--- src/rtl/iomem_router_if.sv ---
// rtl/iomem_router_if.sv - host iomem bus and peripheral slot bus of the router
// The environment (CPU plus peripherals) takes master; the router takes slave.
interface iomem_router_if #(
  parameter int NUM_SLAVES = 4
);
  logic                    iomem_valid;
  logic [3:0]              iomem_wstrb;
  logic [31:0]             iomem_addr;
  logic [31:0]             iomem_wdata;
  logic                    iomem_ready;
  logic [31:0]             iomem_rdata;
  logic [NUM_SLAVES-1:0]   sel_valid;
  logic [3:0]              sel_wstrb;
  logic [7:0]              sel_addr;
  logic [31:0]             sel_wdata;
  logic [NUM_SLAVES-1:0]   sel_ready;
  logic [32*NUM_SLAVES-1:0] sel_rdata;

  modport master (
    output iomem_valid, iomem_wstrb, iomem_addr, iomem_wdata,
    input  iomem_ready, iomem_rdata,
    input  sel_valid, sel_wstrb, sel_addr, sel_wdata,
    output sel_ready, sel_rdata
  );

  modport slave (
    input  iomem_valid, iomem_wstrb, iomem_addr, iomem_wdata,
    output iomem_ready, iomem_rdata,
    output sel_valid, sel_wstrb, sel_addr, sel_wdata,
    input  sel_ready, sel_rdata
  );
endinterface

--- src/rtl/iomem_router.sv ---
// rtl/iomem_router.sv - iomem page decoder and sequencer for up to 8 peripheral slots
// Unresponsive or unmapped accesses complete with ERR_DATA after TIMEOUT_CYCLES.
module iomem_router #(
  parameter int          NUM_SLAVES     = 4,
  parameter logic [7:0]  BASE_PAGE      = 8'h03,
  parameter int          TIMEOUT_CYCLES = 256,
  parameter logic [31:0] ERR_DATA       = 32'hDEAD_BEEF
) (
  input  logic          clk,
  input  logic          resetn,
  iomem_router_if.slave bus,
  output logic [7:0]    timeout_count
);

  typedef enum logic [1:0] {S_IDLE, S_BUSY, S_RESP} state_t;

  state_t                r_state;
  logic [NUM_SLAVES-1:0] r_sel_valid;
  logic [3:0]            r_sel_wstrb;
  logic [7:0]            r_sel_addr;
  logic [31:0]           r_sel_wdata;
  logic [31:0]           r_rdata;
  logic                  r_ready;
  logic [15:0]           r_cnt;
  logic [7:0]            r_timeout_count;

  logic [7:0]            w_page_off;
  logic [NUM_SLAVES-1:0] w_decode;
  logic [NUM_SLAVES-1:0] w_hit;
  logic [31:0]           w_slot_rdata;
  logic                  w_timeout;

  // Unsigned wrap makes pages below BASE_PAGE land out of range too.
  assign w_page_off = bus.iomem_addr[31:24] - BASE_PAGE;

  always_comb begin
    w_decode = '0;
    for (int i = 0; i < NUM_SLAVES; i++) begin
      if (w_page_off == 8'(i)) w_decode[i] = 1'b1;
    end
  end

  assign w_hit     = bus.sel_ready & r_sel_valid;
  assign w_timeout = (r_cnt == 16'(TIMEOUT_CYCLES - 1));

  always_comb begin
    w_slot_rdata = '0;
    for (int i = 0; i < NUM_SLAVES; i++) begin
      if (r_sel_valid[i]) w_slot_rdata = bus.sel_rdata[32*i +: 32];
    end
  end

  always_ff @(posedge clk or negedge resetn) begin
    if (!resetn) begin
      r_state         <= S_IDLE;
      r_sel_valid     <= '0;
      r_sel_wstrb     <= '0;
      r_sel_addr      <= '0;
      r_sel_wdata     <= '0;
      r_rdata         <= '0;
      r_ready         <= 1'b0;
      r_cnt           <= '0;
      r_timeout_count <= '0;
    end else begin
      case (r_state)
        S_IDLE: begin
          r_ready <= 1'b0;
          if (bus.iomem_valid) begin
            r_sel_valid <= w_decode;
            r_sel_wstrb <= bus.iomem_wstrb;
            r_sel_addr  <= bus.iomem_addr[7:0];
            r_sel_wdata <= bus.iomem_wdata;
            r_cnt       <= '0;
            r_state     <= S_BUSY;
          end
        end
        S_BUSY: begin
          // A real response beats a coincident timeout.
          if (|w_hit) begin
            r_rdata     <= w_slot_rdata;
            r_sel_valid <= '0;
            r_ready     <= 1'b1;
            r_state     <= S_RESP;
          end else if (w_timeout) begin
            r_rdata     <= ERR_DATA;
            r_sel_valid <= '0;
            r_ready     <= 1'b1;
            r_state     <= S_RESP;
            if (r_timeout_count != 8'hFF) r_timeout_count <= r_timeout_count + 8'd1;
          end else begin
            r_cnt <= r_cnt + 16'd1;
          end
        end
        S_RESP: begin
          r_ready <= 1'b0;
          r_state <= S_IDLE;
        end
        default: begin
          r_ready     <= 1'b0;
          r_sel_valid <= '0;
          r_state     <= S_IDLE;
        end
      endcase
    end
  end

  assign bus.iomem_ready = r_ready;
  assign bus.iomem_rdata = r_rdata;
  assign bus.sel_valid   = r_sel_valid;
  assign bus.sel_wstrb   = r_sel_wstrb;
  assign bus.sel_addr    = r_sel_addr;
  assign bus.sel_wdata   = r_sel_wdata;
  assign timeout_count   = r_timeout_count;

endmodule
--- src/flat_wrapper.sv ---
// flat-port wrapper written by rule: the top's interface ports become plain ports
module iomem_router_flat 
#(
  parameter int          NUM_SLAVES     = 4,
  parameter logic [7:0]  BASE_PAGE      = 8'h03,
  parameter int          TIMEOUT_CYCLES = 256,
  parameter logic [31:0] ERR_DATA       = 32'hDEAD_BEEF
)
  (clk, resetn, timeout_count, bus_iomem_valid, bus_iomem_wstrb, bus_iomem_addr, bus_iomem_wdata, bus_iomem_ready, bus_iomem_rdata, bus_sel_valid, bus_sel_wstrb, bus_sel_addr, bus_sel_wdata, bus_sel_ready, bus_sel_rdata);
  iomem_router_if #(.NUM_SLAVES(NUM_SLAVES)) bus_i ();
  input  logic clk;
  input  logic resetn;
  output logic [7:0] timeout_count;
  input wire logic [$bits(bus_i.iomem_valid)-1:0] bus_iomem_valid;
  input wire logic [$bits(bus_i.iomem_wstrb)-1:0] bus_iomem_wstrb;
  input wire logic [$bits(bus_i.iomem_addr)-1:0] bus_iomem_addr;
  input wire logic [$bits(bus_i.iomem_wdata)-1:0] bus_iomem_wdata;
  output wire logic [$bits(bus_i.iomem_ready)-1:0] bus_iomem_ready;
  output wire logic [$bits(bus_i.iomem_rdata)-1:0] bus_iomem_rdata;
  output wire logic [$bits(bus_i.sel_valid)-1:0] bus_sel_valid;
  output wire logic [$bits(bus_i.sel_wstrb)-1:0] bus_sel_wstrb;
  output wire logic [$bits(bus_i.sel_addr)-1:0] bus_sel_addr;
  output wire logic [$bits(bus_i.sel_wdata)-1:0] bus_sel_wdata;
  input wire logic [$bits(bus_i.sel_ready)-1:0] bus_sel_ready;
  input wire logic [$bits(bus_i.sel_rdata)-1:0] bus_sel_rdata;
  assign bus_i.iomem_valid = bus_iomem_valid;
  assign bus_i.iomem_wstrb = bus_iomem_wstrb;
  assign bus_i.iomem_addr = bus_iomem_addr;
  assign bus_i.iomem_wdata = bus_iomem_wdata;
  assign bus_iomem_ready = bus_i.iomem_ready;
  assign bus_iomem_rdata = bus_i.iomem_rdata;
  assign bus_sel_valid = bus_i.sel_valid;
  assign bus_sel_wstrb = bus_i.sel_wstrb;
  assign bus_sel_addr = bus_i.sel_addr;
  assign bus_sel_wdata = bus_i.sel_wdata;
  assign bus_i.sel_ready = bus_sel_ready;
  assign bus_i.sel_rdata = bus_sel_rdata;
  iomem_router #(.NUM_SLAVES(NUM_SLAVES), .BASE_PAGE(BASE_PAGE), .TIMEOUT_CYCLES(TIMEOUT_CYCLES), .ERR_DATA(ERR_DATA)) u_core (.clk(clk), .resetn(resetn), .bus(bus_i), .timeout_count(timeout_count));
endmodule
--- config.mk ---
export PLATFORM = sky130hd
export DESIGN_NAME = iomem_router_flat
export DESIGN_NICKNAME = d
export VERILOG_FILES = /design/src/rtl/iomem_router_if.sv /design/src/rtl/iomem_router.sv /design/src/flat_wrapper.sv
export SDC_FILE = /design/constraint.sdc
export NUM_CORES = 1
export LEC_CHECK = 0
export ABC_CLOCK_PERIOD_IN_PS = 4000
export BUFFER_PORTS_ARGS = -buffer_cell sky130_fd_sc_hd__buf_4
export CAP_MARGIN = 20
export CORE_MARGIN = 1.5
export CORE_UTILIZATION = 42
export DETAILED_ROUTE_END_ITERATION = 10
export PLACE_DENSITY = 0.75
export REMOVE_ABC_BUFFERS = 1
export SLEW_MARGIN = 10
export SYNTH_ARGS = -nofsm -noshare
export SYNTH_HDL_FRONTEND = slang
export SYNTH_SLANG_ARGS = --single-unit
--- constraint.sdc ---
create_clock -name clk -period 4 [get_ports clk]
set_clock_uncertainty 0.2 [all_clocks]
set_input_delay 0.6 -clock clk [delete_from_list [all_inputs] [get_ports clk]]
set_output_delay 0.6 -clock clk [all_outputs]
set_load 0.01 [all_outputs]
==> results.toml <==
[run_status]
outcome = "completed"

[logic_synthesis]
synth-seq-cells = 107
synthTopCellsByArea = "dfrtp_1 (51%), nand2_1 (11%), a21oi_1 (5.4%)"
synthesis.area_sq_um = 5290
synth_enable_flop_cells = 0
synth.largest_area_cell = "dfrtp_1"
synthArstFlopShare = 1.00
synth_area_per_cell_sq_um = 8.85
ys_seq_area_frac = 0.507
synthFlopType = "dfrtp_1"
synthCells = 597
yosysTopAreaCellShare = 0.507
ys_types = 43
ys.warnings.count = 0

[routing]
vias = 5379
drt_wl_total_um = 16500
avgViaCountPerCell = 5.27
wl_per_cell_um = 16.2
drtPass1Iterations = 5
ant_nets = 0
drc = 0
drtIter0Drc = 319

[clocking]
cts_made_buffers = 9
clk_pin_slew_ns = 0.08
cts-hold-fix-buffers = 0
cts_max_level = 3
cts_resized = 0
cts_sinks = 107
root_buffer = "clkbuf_16"
cts_tree = "yes"
clk_latency_ns = 0.34
clk_path_buf_depth = 2
cts_setup_buffers = 0

[worst_setup_path]
reg2reg_slack_ns = 1.61
cp.arrival_ns = 2.44
start_kind = "flop"
max_stage_delay_ns = 0.61
crit_path_max_fanout = 24
setup.worst_path.start = "u_core.r_cnt[0]$_DFFE_PN0P_"
crit_family = "simple AND/OR/NAND/NOR gates"
path_cells = "ha_1, nand3_1, nand4bb_1, nor2_4, nor3_1, a21oi_1"
crit_buf_inv = 0
rr_endpoint = "u_core.bus.iomem_rdata[16]$_DFFE_PN0P_"
worstSetupEndpointType = "flop"
critPathRequiredTime_ns = 4.05
crit_type = "flop to flop"
cp_slowest_cell = "nor2_4"
ff2ff_path_depth = 6
timing.rr.start = "u_core.r_cnt[0]$_DFFE_PN0P_"

[power_and_ir_drop]
switchingPower_uw = 1280
comb_power_share = 0.353
clockPowerShare = 0.222
p_int_uw = 2580
ir_drop_v = 0.000360
seq_power_share = 0.425
p_leak_uw = 0.00399
finalPower_uw = 3860
switching_share = 0.332
pwr_density_cell_nw_per_um2 = 497

[sta]
setup_viol = 0
rsz0062_at_grt = "no"
final_max_slew_viol_count = 0
fmax_ghz = 0.419
hold_viol = 0
fin_crit_ns = 2.39
fin_crit_sh = 0.596
tns_ns = 0
worst_pin_slew_ns = 1.05
slew_headroom = 0.301

[die]
initial_core_util = 0.435
core_sq_um = 12200
io_pins = 292
die-area_sq_um = 13300
fp.dieW_um = 115
rows = 40
die_y_um = 115

[grt]
grt_pass1_vias = 5133
grt_pass1_wl_um = 25400
antenna_found_initial = 0
grt_overflow = 0
grt_util_all_layers = 0.243
grt_max_degree = 67

[worst_hold_path]
hold_path.class = "input port to asynchronous set/reset pin"

[placement]
placed_cell_area_sq_um = 7450
dp_hpwl_um = 11900
place_congestion = 0.857
placed_cells = 1004
port_buffers = 275

[layout]
n_antenna_cell = 0
final_common_cell = "buf_4"
final_cell_mix = "buf_4 (281), nand2_1 (157), dfrtp_1 (105), a21oi_1 (56), nor3_1 (51)"
area_growth_syn_to_layout_pct = 46.7
drive_gt1_frac = 0.366
finalNonFillerCells = 1021
post-route-cell-area_sq_um = 7760
nets = 1053

[job]
max-cap-violations = 0
[metrics by stage]
step                      worst slack, ns  hold WS, ns   util
after floorplan                    -0.644        0.104      -
after global placement               1.53        0.259  0.613
after detailed placement             1.45        0.264  0.613
after CTS                            1.62       0.0931  0.637
after global routing                 1.38        0.116  0.638
final                                1.61       0.0617  0.638
[worst max-delay path by stage]
stage	slack (ns)	cells past startpoint	endpoint
global placement	1.53	6	u_core.timeout_count[7]$_DFFE_PN0P_
global route	1.38	6	u_core.bus.iomem_rdata[16]$_DFFE_PN0P_
detailed placement	1.45	6	u_core.timeout_count[5]$_DFFE_PN0P_
finish	1.61	6	u_core.bus.iomem_rdata[16]$_DFFE_PN0P_
floorplan	-0.64	3	u_core.bus.iomem_rdata[14]$_DFFE_PN0P_
CTS	1.62	6	u_core.bus.iomem_rdata[16]$_DFFE_PN0P_
[worst register-to-register path: stages, from the launching register on]
cell       delay, ns
dfrtp_1         0.41
ha_1            0.19
nand3_1         0.18
nand4bb_1       0.44
nor2_4          0.61
nor3_1          0.11
a21oi_1         0.16
[logic make-up (layout without fill, tap and decap cells)]
kind of cell | count (synthesis) | in the layout | share of synthesized area
AND/OR/NAND/NOR | 297 | 297 | 0.261
XOR/XNOR | 18 | 18 | 0.0298
adder cells (fa/ha/maj) | 2 | 2 | 0.00473
AO/OA/AOI/OAI | 118 | 118 | 0.150
flip-flops | 107 | 107 | 0.507
buffers and inverters | 52 | 308 | 0.0421
multiplexers | 3 | 3 | 0.00592
[power by group through the flow]
stage | clock [uW] | combinational [uW] | sequential (uW)
after floorplan | 0 | 422 | 1780
after global placement | 0 | 1340 | 1630
after detailed placement | 0 | 1380 | 1650
after CTS | 887 | 1370 | 1640
after global routing | 930 | 1490 | 1680
final | 858 | 1360 | 1640
[sequential cells by signal (all words and copies together), names as in the netlist]
name	flops
u_core.bus.sel_wdata	32
u_core.bus.iomem_ready	1
u_core.bus.sel_wstrb	4
u_core.r_cnt	16
u_core.bus.iomem_rdata	32
u_core.bus.sel_valid	4
u_core.r_state	2
u_core.timeout_count	8
u_core.bus.sel_addr	8
[final cells by class]
type	count	area, sq um
clock buffers	10	239
inverters	9	33.8
multi-input cells	438	2400
flip-flops and latches	107	2680
well taps	168	210
repair buffers	283	2140
clock inverters	6	47.5
fillers	1058	4410
[layer usage]
layer	part of all wire	wire length (um)	track usage	vias to the layer above
met5	0	0	0	-
li1	-	-	-	2593
met3	0.082	1360	0.0611	21
met1	0.40	6590	0.302	2539
met2	0.50	8320	0.419	226
met4	0.016	266	0.0733	0
[cells in the mapped netlist, types with 2 or more instances]
library cell  instances
dfrtp_1             107
buf_1                 2
nor3_1               51
nor4_2                2
nand2_1             157
clkbuf_1             31
ha_1                  2
a211o_1               8
a21oi_1              57
nor3_2                2
a221oi_1             32
nor4_1                2
nand4_1              10
o21ai_0               4
xnor2_1               5
and2_1                2
buf_2                 7
and3_1                3
mux2i_1               2
a31oi_1               9
nand2b_1              3
nor2_1               20
inv_1                 9
xor2_1               13
nand3_1              11
nor2b_1              28
buf_6                 2
Note: power is estimated with default switching activity, not from simulation.
